==> src/rtl/fifo1_beat_reader_pkg.sv <==
// Shared widths, beat geometry and state encoding for the 384-bit entry beat reader.
package fifo1_beat_reader_pkg;

  localparam int unsigned BEAT_W  = 64;
  localparam int unsigned ENTRY_W = 384;
  localparam int unsigned BEATS   = 6;
  localparam int unsigned FIELD_W = 192;
  localparam int unsigned CNT_W   = 16;
  localparam int unsigned IDX_W   = 3;

  // Index of the final beat of an entry.
  localparam logic [IDX_W-1:0] LAST_IDX = IDX_W'(BEATS - 1);

  typedef enum logic [0:0] {
    StIdle = 1'b0,
    StSend = 1'b1
  } state_e;

  // Index values past the last beat cannot occur; any decode treats them as idle.
  function automatic logic idx_valid(input logic [IDX_W-1:0] idx);
    return idx <= LAST_IDX;
  endfunction

  // Beat mux, low word first; unreachable index values select zero.
  function automatic logic [BEAT_W-1:0] beat_sel(input logic [ENTRY_W-1:0] entry,
                                                 input logic [IDX_W-1:0]   idx);
    logic [BEAT_W-1:0] word;
    word = '0;
    case (idx)
      3'd0:    word = entry[0*BEAT_W +: BEAT_W];
      3'd1:    word = entry[1*BEAT_W +: BEAT_W];
      3'd2:    word = entry[2*BEAT_W +: BEAT_W];
      3'd3:    word = entry[3*BEAT_W +: BEAT_W];
      3'd4:    word = entry[4*BEAT_W +: BEAT_W];
      3'd5:    word = entry[5*BEAT_W +: BEAT_W];
      default: word = '0;
    endcase
    return word;
  endfunction

endpackage

==> src/rtl/fifo1_beat_reader.sv <==
// Drains 384-bit entries from a 1-entry upstream FIFO and presents each as six 64-bit beats.
// The entry is latched on dequeue, so beats never depend combinationally on src_first.
module fifo1_beat_reader
  import fifo1_beat_reader_pkg::*;
(
  input  logic               CLK,
  input  logic               nRST,
  input  logic [ENTRY_W-1:0] src_first,
  input  logic               src_first__RDY,
  input  logic               src_deq__RDY,
  output logic               src_deq__ENA,
  output logic [BEAT_W-1:0]  beat_v,
  output logic               beat_last,
  output logic               beat__RDY,
  input  logic               beat__ENA,
  output logic [CNT_W-1:0]   msg_count
);

  state_e             state_q;
  logic [IDX_W-1:0]   idx_q;
  logic [ENTRY_W-1:0] hold_q;
  logic [CNT_W-1:0]   cnt_q;

  logic sending;
  logic beat_acc;
  logic last_acc;
  logic load;

  // Handshake decode; a load is allowed only when nothing is held or the last beat leaves now.
  always_comb begin
    sending  = (state_q == StSend) && idx_valid(idx_q);
    beat_acc = nRST && sending && beat__ENA;
    last_acc = beat_acc && (idx_q == LAST_IDX);
    load     = nRST && (!sending || last_acc) && src_deq__RDY && src_first__RDY;
  end

  // Output drive; everything reads as zero while reset is asserted.
  always_comb begin
    src_deq__ENA = load;
    beat__RDY    = nRST && sending;
    beat_last    = nRST && sending && (idx_q == LAST_IDX);
    beat_v       = nRST ? beat_sel(hold_q, idx_q) : '0;
    msg_count    = nRST ? cnt_q : '0;
  end

  // Entry FSM: capture on dequeue, step the beat index on acceptance, reload without a bubble.
  always_ff @(posedge CLK) begin
    if (!nRST) begin
      state_q <= StIdle;
      idx_q   <= '0;
      hold_q  <= '0;
    end else if (load) begin
      hold_q  <= src_first;
      idx_q   <= '0;
      state_q <= StSend;
    end else if (last_acc || !sending) begin
      state_q <= StIdle;
      idx_q   <= '0;
    end else if (beat_acc) begin
      idx_q <= idx_q + IDX_W'(1);
    end
  end

  // Completed-entry counter, wraps naturally at the top of its range.
  always_ff @(posedge CLK) begin
    if (!nRST) begin
      cnt_q <= '0;
    end else if (last_acc) begin
      cnt_q <= cnt_q + CNT_W'(1);
    end
  end

endmodule

==> config.mk <==
export PLATFORM = sky130hd
export DESIGN_NAME = fifo1_beat_reader
export DESIGN_NICKNAME = d
export VERILOG_FILES = /design/src/rtl/fifo1_beat_reader_pkg.sv /design/src/rtl/fifo1_beat_reader.sv
export SDC_FILE = /design/constraint.sdc
export NUM_CORES = 1
export LEC_CHECK = 0
export CAP_MARGIN = 5
export CORE_ASPECT_RATIO = 1.1
export CORE_MARGIN = 4
export CORE_UTILIZATION = 44
export DETAILED_ROUTE_END_ITERATION = 8
export PLACE_DENSITY = 0.77
export SETUP_SLACK_MARGIN = 0.15
export SLEW_MARGIN = 5
export SYNTH_ARGS = -nofsm -noshare
export SYNTH_HDL_FRONTEND = slang
export SYNTH_SLANG_ARGS = --single-unit
export TNS_END_PERCENT = 1
==> constraint.sdc <==
create_clock -name CLK -period 2.73 [get_ports CLK]
set_input_delay 0.6825 -clock CLK [delete_from_list [all_inputs] [get_ports CLK]]
set_output_delay 0.6825 -clock CLK [all_outputs]
set_load 0.03 [all_outputs]
==> summary.txt <==
Synth
  • #FFs+latches synth: 404
  • Number of warnings issued by yosys: 0
  • XOR/XNOR Fraction of Synth Area: 0.466%
  • Syn Nets: 2567
  • Top cell type's share of synthesized area: 47.8%
  • Post-synthesis sequential area ratio: 47.8%
  • Post-Synth Simple-Gate Area: 20.8%
  • Mapped Cells: 2172
  • Netlist cell types: 37
  • Synth area leader: dfxtp_1
  • Combinational family with the most area after synthesis: simple AND/OR/NAND/NOR gates
  • Post-Synth Adder-Cell Area: 0.444%
  • Post-Syn Area: 16900 um^2
  • Largest cells by area after synthesis: dfxtp_1, nand2_1, a21oi_1, mux2_2, a222oi_1
  • Mux cell area share after synthesis: 7.51%
  • Compound-gate portion of the synthesized area: 18.4%
  • Post-Syn Area per Cell: 7.79 um^2

Timing
  • Worst slew pin tran: 1.18 ns
  • Final period utilization: 114%
  • Fin. max-slew vios: 0
  • Final setup vio count: 65
  • RSZ-0062 raised after global routing: yes
  • Fmax achieved: 321 MHz
  • Setup WS post-layout: -0.382 ns
  • Minimum clock period: 3.11 ns
  • Fin. Hold Viols: 0
  • Relative slew slack: 21.4%
  • Clock skew: 0.0163 ns

Placement
  • Routability Congestion: 0.927
  • PortBufs: 471
  • Placed Instances: 3042
  • Post-DP HPWL: 43.1 mm

Drt
  • Antenna-violating nets left: 0
  • Iter 0 DRT Violations: 1484
  • DRC: 0
  • Vias/cell: 5.55
  • First drt pass iteration count: 8
  • Routed length per instance: 19.9 um
  • DR vias: 17500
  • Final wirelength: 62.4 mm

CTS
  • CTS tree: built
  • Clk pin slew, worst setup/hold paths: 0.06 ns
  • CTS Buffer Depth: 3
  • Clk Latency, worst-skew pair: 0.54 ns
  • CTS Buf Count: 42
  • # H-tree levels: 2
  • Clock sink count: 404
  • Root buffer cell: clkbuf_16

Setup path
  • Startpoint Class: register
  • Top Family by Delay on Critical Path: compound AO/OA/AOI/OAI gates
  • CP Max Fanout: 12
  • CP Class: register to output port
  • Worst path bufs/invs: 4
  • Worst path max stage delay: 0.60 ns
  • Critical path's slowest cell: a222oi_1
  • Worst path required time: 2.05 ns
  • Critical path arrival: 2.43 ns
  • Crit path top cell by count: buf_6
  • Critical-path cell list: inv_2 -> ha_4 -> buf_6 -> buf_12 -> a222oi_1 -> a21oi_2 -> buf_6
  • Critical Path Sink Type: output port

Floorplanning
  • Die height: 214 um
  • FP Rows: 75
  • Die W: 195 um
  • Io pins: 472
  • Initial Utilization: 44.4%
  • Die Area: 41700 um^2
  • Core region area: 38100 um^2

Layout
  • Share of layout cells above drive strength 1: 17.5%
  • Layout area overhead: 47.1%
  • FILL cells: 3069
  • Nets: 3000
  • Non-Filler Instances: 3142

Worst hold path
  • Worst hold path type: register to register

Power
  • Pwr dens: 549 nW/um^2
  • Leakage Power: 0.00872 uW
  • Total power: 13700 uW
  • Worst VDD drop: 0.409 mV

Global routing
  • Global route overflow: 0
  • Number of global-route vias before repair: 17300
  • Global-route wire length before repair: 93.3 mm
  • Gr usage total: 27.8%
  • Largest net degree at the start of global routing: 219
  • Initial antenna violation count: 3

Flow run
  • Max-Cap Viols: 0

Run status
  • Failing checks: negative setup slack
  • Status: finished with violations
[Yosys cell counts, drive strengths merged]
master	instances
a22oi	32
mux2i	1
a222oi	48
nand2b	1
a21boi	1
o31ai	5
a31oi	16
and4b	1
and2	16
clkbuf	126
xnor2	5
or2	1
nor2b	2
nor4	2
nand4	6
nand2	838
or3	3
mux2	112
and3	2
xor2	4
a311oi	1
a32oi	1
dfxtp	404
buf	56
nor2	14
nor3	1
nand3	7
and4	2
a31o	1
a21oi	441
inv	8
or4	5
o21ai	3
ha	6
[final cells by class]
class	count	area (um^2)	area share, %
Multi-Input combinational cell	1578	8540	34.3
Sequential cell	404	8100	32.5
Timing Repair Buffer	571	6090	24.5
Clock buffer	59	1260	5.06
Tap cell	500	626	2.51
Clock inverter	18	221	0.890
Inverter	8	45.0	0.181
Antenna cell	4	10.0	0.0402
[layout by cell type, fill, tap and decap left out, types with 3 or more instances in the layout]
| cell type | n |
|---|---|
| o21ai_0 | 3 |
| dfxtp_1 | 401 |
| xor2_1 | 4 |
| bufinv_16 | 5 |
| o31ai_1 | 5 |
| clkdlybuf4s50_1 | 388 |
| and2_1 | 16 |
| a222oi_1 | 48 |
| inv_1 | 3 |
| a21oi_1 | 396 |
| or4_1 | 5 |
| buf_4 | 81 |
| mux2_4 | 10 |
| mux2_2 | 102 |
| a21oi_2 | 44 |
| ha_4 | 4 |
| clkbuf_1 | 6 |
| buf_8 | 4 |
| nand3_1 | 7 |
| nor2_1 | 13 |
| buf_6 | 54 |
| a31oi_2 | 16 |
| xnor2_1 | 5 |
| a22oi_2 | 15 |
| buf_16 | 3 |
| buf_12 | 39 |
| inv_2 | 3 |
| clkbuf_8 | 8 |
| nand2_1 | 836 |
| clkbuf_16 | 45 |
| a22oi_1 | 17 |
| diode_2 | 4 |
| nand4_1 | 5 |
| clkinv_2 | 11 |
| or3_1 | 3 |
[per-stage QoR]
stage	setup WS, ns	cell area [um^2]	utilization [%]	TNS [ns]	hold slack, ns
floorplan	-0.118	17200	-	-6.30	0.433
finish	-0.382	24900	65.3	-15.58	0.448
global placement	-0.0731	22700	59.6	-0.364	0.438
global route	-0.427	24900	65.3	-20.73	0.467
CTS	-0.376	24800	65.2	-17.46	0.453
detailed placement	-0.0680	22700	59.6	-0.576	0.444
[cells by family after synthesis]
group           Yosys count
buf+inv                 190
mux                     113
xor+xnor                  9
flops                   404
simple gates            901
fa+ha+maj                 6
compound gates          549
[report_power, final]
part	leakage [uW]	switching (uW)	total (uW)	internal [uW]
clock network	0.000737	2390	6090	3690
logic	0.00470	635	1410	774
registers	0.00328	96.9	6170	6070
total	0.00872	3130	13700	10500
[per-layer routing]
layer	share of wire, %	GRT usage [%]	vias up
met4	4.8	13.2	2
met2	48	47.8	916
met5	0.021	0	-
met1	38	33.4	8156
met3	9.1	6.35	185
li1	-	-	8193
[worst paths after layout]
| check | from | to | slack [ns] | depth (start not counted) |
|---|---|---|---|---|
| setup reg to reg | idx_q[1] | hold_q[206] | 0.27 | 11 |
| hold reg to reg | hold_q[127] | hold_q[127] | 0.45 | 2 |
| hold / removal | hold_q[127] | hold_q[127] | 0.45 | 2 |
| setup / recovery | idx_q[2] | beat_v[12] | -0.38 | 7 |
[sequential cells by signal, indices dropped and copies added, names as in the netlist]
signal	flops
cnt_q	16
hold_q	384
state_q	1
idx_q	3
[worst min-delay path, stage by stage (launching register included)]
cell and delay, ns:
dfxtp_1 0.30, nand2_1 0.05, a21oi_1 0.05
[what timing repair did]
item                       4_1_cts  5_1_grt
buffers inserted                13        1
resized for setup               95       14
setup endpoints to repair       68       80
pin swaps                       64       13
hold buffers                     0        0
cloned                           5        0
(Power assumes the default switching activity.)
